==> config.mk <==
export PLATFORM = sky130hd
export DESIGN_NAME = prueba_1_ascensor
export DESIGN_NICKNAME = d
export VERILOG_FILES = /design/src/rtl/prueba_1_ascensor.sv
export SDC_FILE = /design/constraint.sdc
export NUM_CORES = 1
export LEC_CHECK = 0
export CORE_AREA = 2 2 39 41
export CTS_CLUSTER_DIAMETER = 120
export DETAILED_ROUTE_END_ITERATION = 10
export DIE_AREA = 0 0 41 43
export SYNTH_ARGS = -nofsm -noshare
export SYNTH_HDL_FRONTEND = slang
export SYNTH_SLANG_ARGS = --single-unit
==> constraint.sdc <==
create_clock -name clk -period 1.7 [get_ports clk]
set_input_delay 0.17 -clock clk [delete_from_list [all_inputs] [get_ports clk]]
set_output_delay 0.17 -clock clk [all_outputs]
set_load 0.01 [all_outputs]
==> src/rtl/prueba_1_ascensor.sv <==
// prueba_1_ascensor: self-running 4-floor elevator demo.
// A clock divider produces clk_nuevo and a one-cycle tick on each of its
// rising edges. A two-state FSM (OPEN/MOVE), advancing only on tick, shuttles
// the car 0->3->0 forever and opens the doors at stop floors.
// Optional feature macro: ASC_STOP_ALL_EN (floors 1 and 2 become stop floors).
// The FSM state is visible through state_andando (1 = MOVE).
module prueba_1_ascensor #(
  parameter int CLK_DIV      = 2,
  parameter int DOOR_TICKS   = 2,
  parameter int TRAVEL_TICKS = 2
) (
  input  logic       clk,
  input  logic       rst_n,
  output logic [1:0] piso,
  output logic [1:0] direccion,
  output logic       puertas_abiertas,
  output logic       state_andando,
  output logic       clk_nuevo
);

  localparam int CW   = (CLK_DIV > 1) ? $clog2(CLK_DIV) : 1;
  localparam int MAXT = (DOOR_TICKS > TRAVEL_TICKS) ? DOOR_TICKS : TRAVEL_TICKS;
  localparam int TW   = (MAXT > 1) ? $clog2(MAXT) : 1;

  localparam logic [CW-1:0] CNT_LAST    = CW'(CLK_DIV - 1);
  localparam logic [TW-1:0] DOOR_LAST   = TW'(DOOR_TICKS - 1);
  localparam logic [TW-1:0] TRAVEL_LAST = TW'(TRAVEL_TICKS - 1);

  localparam logic [1:0] DIR_STOP = 2'b00;
  localparam logic [1:0] DIR_UP   = 2'b01;
  localparam logic [1:0] DIR_DOWN = 2'b10;

  typedef enum logic { ST_OPEN = 1'b0, ST_MOVE = 1'b1 } state_t;
  typedef enum logic { HD_UP = 1'b0, HD_DOWN = 1'b1 } heading_t;

  logic [CW-1:0] r_cnt;
  logic          r_clk_nuevo;
  state_t        r_state;
  heading_t      r_heading;
  logic [TW-1:0] r_timer;
  logic [1:0]    r_piso;
  logic [1:0]    r_direccion;
  logic          r_puertas;
  logic          r_andando;

  logic          w_div_wrap;
  logic          w_tick;
  logic [1:0]    w_next_piso;
  heading_t      w_next_heading;
  logic          w_stop_floor;

  assign w_div_wrap = (r_cnt == CNT_LAST);
  // Tick is the clk edge on which clk_nuevo rises.
  assign w_tick     = w_div_wrap && !r_clk_nuevo;

  assign w_next_piso = (r_heading == HD_UP) ? (r_piso + 2'd1) : (r_piso - 2'd1);

  // Heading flips only at the ends of the shaft, so piso never wraps.
  assign w_next_heading = (w_next_piso == 2'd3) ? HD_DOWN :
                          (w_next_piso == 2'd0) ? HD_UP   : r_heading;

`ifdef ASC_STOP_ALL_EN
  assign w_stop_floor = 1'b1;
`else
  assign w_stop_floor = (w_next_piso == 2'd0) || (w_next_piso == 2'd3);
`endif

  // Divider: counts 0..CLK_DIV-1 and toggles clk_nuevo on every wrap.
  always_ff @(posedge clk or negedge rst_n) begin
    if (!rst_n) begin
      r_cnt       <= '0;
      r_clk_nuevo <= 1'b0;
    end else if (w_div_wrap) begin
      r_cnt       <= '0;
      r_clk_nuevo <= ~r_clk_nuevo;
    end else begin
      r_cnt <= r_cnt + CW'(1);
    end
  end

  // Elevator FSM with registered outputs; advances only on tick.
  always_ff @(posedge clk or negedge rst_n) begin
    if (!rst_n) begin
      r_state     <= ST_OPEN;
      r_heading   <= HD_UP;
      r_timer     <= '0;
      r_piso      <= 2'd0;
      r_direccion <= DIR_STOP;
      r_puertas   <= 1'b1;
      r_andando   <= 1'b0;
    end else if (w_tick) begin
      case (r_state)
        ST_OPEN: begin
          if (r_timer < DOOR_LAST) begin
            r_timer <= r_timer + TW'(1);
          end else begin
            r_timer     <= '0;
            r_state     <= ST_MOVE;
            r_puertas   <= 1'b0;
            r_andando   <= 1'b1;
            r_direccion <= (r_heading == HD_UP) ? DIR_UP : DIR_DOWN;
          end
        end
        ST_MOVE: begin
          if (r_timer < TRAVEL_LAST) begin
            r_timer <= r_timer + TW'(1);
          end else begin
            r_timer   <= '0;
            r_piso    <= w_next_piso;
            r_heading <= w_next_heading;
            if (w_stop_floor) begin
              r_state     <= ST_OPEN;
              r_puertas   <= 1'b1;
              r_andando   <= 1'b0;
              r_direccion <= DIR_STOP;
            end else begin
              r_direccion <= (w_next_heading == HD_UP) ? DIR_UP : DIR_DOWN;
            end
          end
        end
      endcase
    end
  end

  assign piso             = r_piso;
  assign direccion        = r_direccion;
  assign puertas_abiertas = r_puertas;
  assign state_andando    = r_andando;
  assign clk_nuevo        = r_clk_nuevo;

endmodule

; ---- After elaboration in Yosys (flattened, before gate mapping)
; Cells that the tools add are included.
; Widths: inputs -> output; s select.
[word_totals]
regBits = 11
input_bits = 2
out_inout_bits = 7
elab_cells = 51
[op_classes]
addsub = 4
order_cmp = 1
eq_ne = 4
n_mux = 23
bitwise_logic = 3
n_reduce_logical = 7
[ops]
columns = operator, count
row1 = $mux 1, 13
row2 = $mux 2, 6
row3 = $pmux 1 s2, 3
row4 = $reduce_and 3->1, 2
row5 = $ne 2x2->1 const B, 2
row6 = $pmux 2 s2, 1
row7 = $reduce_and 4->1, 1
row8 = $not 1->1, 3
row9 = $add 1x1->1 const B, 2
row10 = $add 2x1->2 const B, 1
row11 = $eq 2x2->1 const B, 1
row12 = $logic_not 2->1, 1
row13 = $ne 2x1->1 const B, 1
row14 = $sub 2x1->2 const B, 1
row15 = $logic_and 1x1->1, 1
row16 = $logic_not 1->1, 1
row17 = $logic_or 1x1->1, 1
row18 = $lt 1x1->1 const B, 1

; ---- Depth between registers and ports, before layout
; Gate-level depths: netlist (run 1).
[logic_depth]
ltp_word = 9
mapped_depth = 3
ltp_nobuf = 3

; ---- Worst setup path after synthesis (run 1)
; Ideal clock, no wire load.
[synth_timing]
kind = flip-flop to flip-flop
start = register r_clk_nuevo (netlist: clk_nuevo)
end = register r_state
setup_ns = 0.118
arrival_time_ns = 1.037
required_ns = 1.582
setup_slack_ns = 0.545
stages_incl_launch_ff = 4
path_buffers = 0
synth_period_minus_slack_ns = 1.155
path_cell_list = dfrtp_1 > nand3b_2 > nand2b_1 > a21o_1
[synth_via]
elab_chain_len = 2
[synth_rtl]
columns = element, line_no
row1 = from (decl), 37  ; logic r_clk_nuevo;
row2 = from (signal assigned), 75  ; r_clk_nuevo <= ~r_clk_nuevo;
row3 = $logic_not 1->1, 54  ; assign w_tick = w_div_wrap && !r_clk_nuevo;
row4 = $logic_and 1x1->1, 54
row5 = to (signal assigned), 84  ; r_state <= ST_OPEN;
row6 = to (signal assigned), 98  ; r_state <= ST_MOVE;
row7 = to (signal assigned), 112  ; r_state <= ST_OPEN;
row8 = to (decl), 38  ; state_t r_state;
; No other way between the ends.
; A chain may end at the register's enable or synchronous reset.

; ---- Worst setup path in the final report (run 1)
[layout_timing]
start = register r_puertas (netlist: puertas_abiertas)
end = output puertas_abiertas
[layout_rtl]
columns = element, line_no
row1 = from (decl), 43  ; logic r_puertas;
row2 = from (signal assigned), 89  ; r_puertas <= 1'b1;
row3 = from (signal assigned), 99  ; r_puertas <= 1'b0;
row4 = from (signal assigned), 113  ; r_puertas <= 1'b1;
row5 = to (decl), 16  ; output logic puertas_abiertas,
; No word-level cell between the ends.

==> results of run 1 <==
==> registers in the layout, summed over array words and instances (netlist names) <==
signal / flops
r_timer: 1
state_andando: 1
r_cnt: 1
piso: 2
direccion: 2
r_heading: 1
puertas_abiertas: 1
r_state: 1
clk_nuevo: 1
==> cell type report <==
cell class / instances / share of cell area
flip-flops and latches: 11 / 0.472
multi-input cells: 23 / 0.286
repair buffers: 8 / 0.137
clock buffers: 4 / 0.0449
well taps: 16 / 0.0342
inverters: 4 / 0.0256
==> synth_stat cells (all sizes together) <==
library cell,n,share of area
o21ai,2,0.022
dfstp,1,0.057
nand4b,1,0.033
nand2,1,0.0082
a21o,3,0.049
nor2,3,0.025
o21a,1,0.016
o22a,1,0.019
dfrtp,10,0.54
a211oi,1,0.016
inv,4,0.033
xor2,3,0.057
xnor2,3,0.057
nand2b,2,0.027
a21oi,1,0.011
nand3b,1,0.025
==> worst max-delay path by stage <==
stage,startpoint,end
final,puertas_abiertas,puertas_abiertas
after global routing,puertas_abiertas,puertas_abiertas
after CTS,puertas_abiertas,puertas_abiertas
after detailed placement,puertas_abiertas,puertas_abiertas
after global placement,puertas_abiertas,puertas_abiertas
after floorplan,clk_nuevo,r_state
==> worst reg2reg max path: stages (launching register included) <==
cell      delay [ns]
dfrtp_1         0.41
nand3b_2        0.27
nand2b_1        0.21
a21o_1          0.18
==> layout by cell type (no fill, tap or decap), drive strengths merged <==
cell	n
clkdlybuf4s50	8
xnor2	3
o21a	1
a21oi	1
nand4b	1
nand2b	2
nor2	3
dfstp	1
a211oi	1
a21o	3
xor2	3
o22a	1
nand2	1
dfrtp	10
nand3b	1
inv	4
clkbuf	4
o21ai	2
==> cells by family after synthesis <==
family / synth area share
DFF: 0.602
AOI/OAI and AO/OA: 0.133
and+or+nand+nor: 0.117
xor gates and xnor gates: 0.114
buffers and inverters: 0.0327
==> stage by stage <==
| stage | setup WS [ns] | std cells |
|---|---|---|
| CTS | 0.219 | 66 |
| floorplan | 0.545 | 38 |
| global route | 0.175 | 66 |
| finish | 0.231 | 66 |
| detailed placement | 0.504 | 62 |
| global placement | 0.507 | 62 |
==> power by group through the flow <==
stage	clock network [µW]	registers (µW)	logic, µW
6_report	170	262	6.93
3_3_place_gp	0	267	7.28
5_1_grt	190	262	7.69
4_1_cts	179	262	7.38
2_1_floorplan	0	267	0.0000826
3_5_place_dp	0	267	7.30
==> routing by layer <==
| layer | part of all wire | GRT usage |
|---|---|---|
| met1 | 0.48 | 0.155 |
| met2 | 0.44 | 0.122 |
| met3 | 0.053 | 0.0314 |
| met4 | 0.021 | 0.0600 |
| met5 | 0 | 0 |
==> impl_metrics.yaml, run 1 <==
drt:
  routed_wl_um: 661
  ant_nets: 0
  routed-via-count: 295
  drtPass1Iterations: 1
  drcViolationCount: 0
  avgRoutedWirePerCell_um: 10.0
  drtIter0Drc: 0
  vias_per_cell: 4.47
pwr:
  finalPower_uw: 439
  power_density_nw_per_um2: 749
  switchingPower_uw: 84.6
  p_int_uw: 354
  switching_share: 0.193
  power_frac_comb: 0.016
  cellLeakagePower_uw: 0.000249
  clock_power_share: 0.388
  ir_drop_mv: 0.451
  seqPwrFrac: 0.596
grt:
  grt_pass1_wl_um: 1150
  track_usage: 0.102
  grt_start_max_net_pins: 12
  antenna_found_initial: 0
  grt_pass1_vias: 254
  grt_remaining_overflow: 0
floorplan:
  coreArea_um2: 1380
  die_x_um: 41
  initial_core_util: 0.332
  die_area_um2: 1760
  ios: 9
  rows: 14
  die_y_um: 43
layout:
  drive_above_1_share: 0.120
  post-route-util: 0.423
  syn2layout_area_growth_pct: 27.5
  fin_area_um2: 586
  antenna_cells: 0
  multi_input_area_um2: 168
  n_fill_cell: 131
  seqCellArea_um2: 277
  nets: 53
clock_network:
  cts_root_buf: "clkbuf_4"
  worstSkewPairLatency_ns: 0.26
  cts_tree: "built"
  cts.reportedPaths.clkPinSlew_ns: 0.07
  cts_setup_buffers: 0
  cts_buffers: 3
  htreeDepth: 1
  clock-sinks: 11
  hold_buffers: 0
  max-clock-path-buffers: 2
  cts.repair.resized: 0
synthesis:
  synth_cell_type_count: 17
  ys_ff_latch: 11
  synth_area_per_cell_um2: 12.1
  synth_nets: 40
  netlist_instances: 38
  synth_area_um2: 459
  yosysWarnings: 0
  ys_seq_area_frac: 0.602
placement:
  dpl.hpwl_um: 495
  dpl_cell_area_um2: 559
  globalplace.congestion: 0.722
  port_buffers: 8
outcome:
  status: "finished, final reports clean"
timing:
  max_freq_mhz: 681
  drv_slew: 0
  post-route-min-period_ns: 1.47
  clock-skew-final_ns: 0.00732
  holdWs_ns: 0.240
  fin_crit_sh: 0.864
  finalSetupViolCount: 0
  worst_pin_slew_ns: 0.497
  rsz0062_at_grt: "false"
  max_slew_margin: 0.668
  fin_setup_tns_ns: 0
  finalHoldViolations: 0
worst_setup_path:
  crit_type: "flip-flop to primary output"
  cp.buffers_inverters: 1
  r2r_end: "r_state"
  rr_startpoint: "clk_nuevo"
  cp.required_ns: 1.53
  cp_num_cells: 1
  end_kind: "primary output"
  cp_top_family: "flip-flops"
  critPathLaunchType: "flip-flop"
  crit_chain: "clkdlybuf4s50_1"
  crit_arrival_ns: 1.30
  r2r_slack_ns: 0.52
  cpPeakStageDelay_ns: 0.53
  critPathMaxFanout: 2
  rr_worst_depth: 3
  critPathSlowestCell: "dfstp_2"
worst_hold_path:
  hp-class: "input pin to async pin"
flow_run:
  drv_cap: 0
Note: power is estimated with default switching activity, not from simulation.
==> run 2, diff against run 1 <==
SLEW_MARGIN = 20   (was default)
==> results of run 2 <==
Same layout as run 1: the final DEF is identical, and so are final timing and power.
==> RTL edit 1: new RTL, config.mk and constraints of run 2 <==
Reset style: synchronous (`rst_n`), changed in 2 clocked blocks.
--- a/src/rtl/prueba_1_ascensor.sv
+++ b/src/rtl/prueba_1_ascensor.sv
@@ -66,7 +66,7 @@
 `endif
 
   // Divider: counts 0..CLK_DIV-1 and toggles clk_nuevo on every wrap.
-  always_ff @(posedge clk or negedge rst_n) begin
+  always_ff @(posedge clk) begin
     if (!rst_n) begin
       r_cnt       <= '0;
       r_clk_nuevo <= 1'b0;
@@ -79,7 +79,7 @@
   end
 
   // Elevator FSM with registered outputs; advances only on tick.
-  always_ff @(posedge clk or negedge rst_n) begin
+  always_ff @(posedge clk) begin
     if (!rst_n) begin
       r_state     <= ST_OPEN;
       r_heading   <= HD_UP;
Check against the original RTL: differs if rst_n is asserted again (counterexample within 4 cycles, from zero or initial values and one cycle with rst_n low); with rst_n held inactive, the same outputs for 10 cycles.
==> RTL edit 1 against run 2 <==
- synthesized area is 2.7% lower
- wire length is 19% higher
- design area decreased by 2.1%
- non-clock buffer count is the same
- final cell count is 17% higher
- maximum frequency up 0.45%
- sequential cell count did not move
- die area did not move
- first-iteration DRC count is 5 higher
- setup slack better by 0.0065 ns
- critical endpoint is now piso[1]
- largest cell class unchanged
Power is not compared: it rests on default switching activity, and its combinational part moved more than twofold at a synthesized area within 25%.
==> RTL edit 1: results (changes against run 2) <==
[run_status]
status = completed

[yosys]
synth_edf_count = 0  ; unchanged
ys_top_cells_by_count = 11 x dfxtp_1, 6 x a21oi_1, 5 x nand2_1
ys_async_sr_fraction = 0  ; -1.00
ys.warnings.count = 0  ; unchanged
ys.flop_type = dfxtp_1
ys_types = 19  ; +2
ys_seq_area_frac = 0.493  ; -0.109
synthTopCellsByArea = dfxtp_1 49%, xnor2_1 7.8%, a21oi_1 6.7%, nand2_1 4.2%, nand2b_1 4.2%
syn_nets = 51  ; +28%

[critical_path]
slowest_delay_ns = 0.58  ; +0.05 ns
crit_family = buffers and inverters
r2r-end = piso[1]
critPathMaxFanout = 8  ; +6
timing.rr.start = r_state
worstPathArrival_ns = 1.29
rr_worst_depth = 3  ; unchanged
rrSetupSlack_ns = 0.51
critPathSlowestCell = clkdlybuf4s50_1

[sta]
skew_ns = 0.00432  ; -0.00300 ns
worst_pin_slew_ns = 0.230  ; -0.266 ns
holdWs_ns = 0.453  ; +0.212 ns

[grt]
grt_max_degree = 9  ; -3
grt_pass1_wl_mm = 1.27  ; +10%
grt_pass1_vias = 325  ; +28%
gr-total-overflow = 0  ; unchanged
grt_usage = 0.114  ; +0.0119
antenna_found_initial = 0  ; unchanged

[cells_and_area]
diodes = 0  ; unchanged
drive_above_1_share = 0.0656  ; -0.0544
nNetsFinal = 64  ; +21%
num-fill-cells = 148  ; +13%

[hold_path]
min-delay-path-class = reg2reg
hp-start = state_andando
whs_path_depth = 2
hold_end = state_andando

[cts]
clk_latency_ns = 0.27
clockBufferDepth = 2  ; unchanged
ctsRootBufferMaster = clkbuf_4
cts.clk_slew.worst_paths_ns = 0.07  ; about the same
postCtsSetupBuffers = 0  ; unchanged
postCtsResizedCells = 0  ; unchanged
htreeDepth = 1  ; unchanged
cts_buffers = 3  ; unchanged

[placement]
port_buffers = 8  ; unchanged
place_congestion = 0.697  ; -3.5%

[power]
p_leak_nw = 0.214
vdd_drop_max_uv = 359

[route]
initialDrtViolationCount = 5  ; +5
wl_per_cell_um = 10.2  ; +1.8%
viasPerCell = 4.73  ; +5.8%
first_pass_iters = 4  ; +3

RTL edit 1: worst max-delay path by stage:
stage,startpoint,to,cells after the start
floorplan,clk_nuevo,piso[1],3
global placement,r_state,piso[1],3
detailed placement,r_state,piso[1],3
CTS,piso[1],piso[1],1
global route,piso[1],piso[1],1
finish,piso[1],piso[1],1
RTL edit 1: metrics by stage:
stage	worst slack (ns)	instances	power [mW]	area, sq um	util
after floorplan	0.571	49	0.325	447	-
after global placement	0.525	73	0.348	547	0.395
after detailed placement	0.504	73	0.348	547	0.395
after CTS	0.222	77	0.529	573	0.414
after global routing	0.182	77	0.555	573	0.414
final	0.238	77	0.518	573	0.414
RTL edit 1: cell families (layout without fill, tap and decap cells):
family	count (synthesis)	count (layout)	synth area share
buffers and inverters	2	14	0.0168
AND/OR/NAND/NOR	20	20	0.258
flip-flops	11	11	0.493
XOR/XNOR	4	4	0.0784
AO/OA/AOI/OAI	12	12	0.154
RTL edit 1: per-layer routing:
layer,up-vias,global-route usage,part of all wire
li1,194,-,-
met1,156,0.133,0.51
met2,10,0.150,0.42
met3,4,0.0314,0.045
met4,0,0.120,0.029
met5,-,0,0
RTL edit 1: cell type report:
cell class                      count  area share
Clock buffer                        4      0.0459
Inverter                            2      0.0131
Multi-Input combinational cell     36       0.382
Sequential cell                    11       0.384
Tap cell                           16      0.0349
Timing Repair Buffer                8       0.140
RTL edit 1: power by group:
group | switching (mW) | internal [mW] | leakage [nW]
Combinational | 0.0224 | 0.0309 | 0.110
Sequential | 0.0158 | 0.272 | 0.0898
Clock | 0.0863 | 0.0908 | 0.0150
Total | 0.124 | 0.394 | 0.214
==> RTL edit 2: new RTL, config.mk and constraints of run 2 <==
Made on the original files. The option `ASC_STOP_ALL_EN` is turned on by a define.
--- a/src/rtl/prueba_1_ascensor.sv
+++ b/src/rtl/prueba_1_ascensor.sv
@@ -4,6 +4,8 @@
 // the car 0->3->0 forever and opens the doors at stop floors.
 // Optional feature macro: ASC_STOP_ALL_EN (floors 1 and 2 become stop floors).
 // The FSM state is visible through state_andando (1 = MOVE).
+`define ASC_STOP_ALL_EN
+
 module prueba_1_ascensor #(
   parameter int CLK_DIV      = 2,
   parameter int DOOR_TICKS   = 2,
Formal check against the unedited RTL: no difference found for any inputs over 10 cycles, from zero or initial values and one cycle with rst_n low; that may be too few to reach the edited logic, so the function may still have changed.
==> RTL edit 2 against run 2 <==
- synthesized cell count grew 11%
- total power decreased by 0.92%
- sequential power is essentially flat
- core utilization is 5.3 points higher
- sequential cell count unchanged
- register-to-register slack lost 0.43 ns
- wire length rose by 3.8%
- synthesized area grew 8.4%
- clock skew fell by 0.0062 ns
- setup slack got worse by 0.14 ns
- design area increased by 13%
- critical path type is now reg2reg
- highest routed layer unchanged
==> RTL edit 2: results (changes against run 2) <==
[critical_path]
critPathMaxFanout = 2  ; unchanged
rr_worst_depth = 5  ; +2
rrSetupSlack_ns = 0.09  ; -0.43 ns
worstPathArrival_ns = 1.75  ; +0.45 ns
slowest_delay_ns = 0.38  ; -0.15 ns
crit_family = flip-flops
critPathSlowestCell = dfrtp_1

[yosys]
ys_top_cells_by_count = 10 x dfrtp_1, 6 x nand2_1, 4 x ha_1, 4 x inv_1
ys_async_sr_fraction = 1.00  ; unchanged
syn_nets = 48  ; +20%
synth_compound_area_frac = 0.0653  ; -0.0682
synth_adder_area_share = 0.101  ; +0.101
synth_top_family_by_area = simple AND/OR/NAND/NOR gates
synthTopCellsByArea = dfrtp_1 50%, ha_1 10%, dfstp_2 5.3%, xor2_1 5.3%, nand2_1 4.5%
synth-xor-area-share = 0.0879  ; -0.0265
synth.area.mux_share = 0.0452  ; +0.0452
ys_seq_area_frac = 0.555  ; -0.0469
avgSynthCellArea_sq_um = 11.9  ; -1.9%
ys_types = 17  ; unchanged

[grt]
grt_max_degree = 12  ; unchanged
grt_pass1_vias = 314  ; +24%
grt_usage = 0.119  ; +0.0170
grt_pass1_wl_mm = 1.32  ; +15%

[placement]
place_congestion = 0.726  ; +0.53%
placed_cell_area_sq_um = 623  ; +11%
place_hpwl_um = 537  ; +8.6%
post-place-cells = 69  ; +11%
port_buffers = 8  ; unchanged
place_ws_ns = 0.0303  ; -0.473 ns

[sta]
skew_ns = 0.00117  ; -0.00615 ns
holdWs_ns = 0.233  ; -0.00766 ns
min_period_ns = 1.61  ; +0.142 ns
slew_headroom = 0.683  ; +0.0151

[power]
power.share.clock = 0.382  ; -0.006
p_comb_mw = 0.00670  ; -3.3%
p_int_mw = 0.354  ; about the same
vdd_drop_max_uv = 503  ; +12%
p_leak_nw = 0.315  ; +27%
swShare = 0.185  ; -0.00809

[cts]
cts_buffers = 3  ; unchanged
clockBufferDepth = 2  ; unchanged
ctsRootBufferMaster = clkbuf_4
htreeDepth = 1  ; unchanged
postCtsResizedCells = 0  ; unchanged

[cells_and_area]
nNetsFinal = 64  ; +21%
diodes = 0  ; unchanged
drive_above_1_share = 0.211  ; +0.0905
num-fill-cells = 129  ; -1.5%

[route]
first_pass_iters = 1  ; unchanged
dr_wl_met2_um = 295  ; +0.68%
drt_wl_total_um = 686  ; +3.8%
wl_met1_um = 322  ; +1.3%
viasPerCell = 4.40  ; -1.6%
wl_per_cell_um = 9.40  ; -6.2%
routed.top_layer = met4
initialDrtViolationCount = 0  ; unchanged
wl_met3_um = 55  ; +57%

[hold_path]
min-delay-path-class = in2async

[run_status]
status = completed

==> RTL edit 2: final timing paths <==
path,start,endpoint
max in group asynchronous,rst_n,puertas_abiertas
max,r_heading,r_heading
min reg2reg,puertas_abiertas,puertas_abiertas
min,rst_n,direccion[1]
min in group clk,puertas_abiertas,puertas_abiertas
max reg2reg,r_heading,r_heading
==> RTL edit 2: cell families after synthesis <==
group	Yosys count
XOR/XNOR	5
multiplexers	2
buffers and inverters	5
flip-flops	11
adder cells (fa/ha/maj)	4
AO/OA/AOI/OAI	5
AND/OR/NAND/NOR	10
==> RTL edit 2: final cells by class <==
class / count / area, sq um / area share
repair buffers: 12 / 110 / 0.167
inverters: 4 / 15.0 / 0.0228
well taps: 16 / 20.0 / 0.0304
clock buffers: 4 / 26.3 / 0.0398
flip-flops and latches: 11 / 277 / 0.419
multi-input cells: 26 / 211 / 0.321
==> RTL edit 2: per-layer routing <==
layer,vias to the layer above,GRT usage
li1,169,-
met1,141,0.151
met2,9,0.150
met3,2,0.0785
met4,0,0.0600
met5,-,0
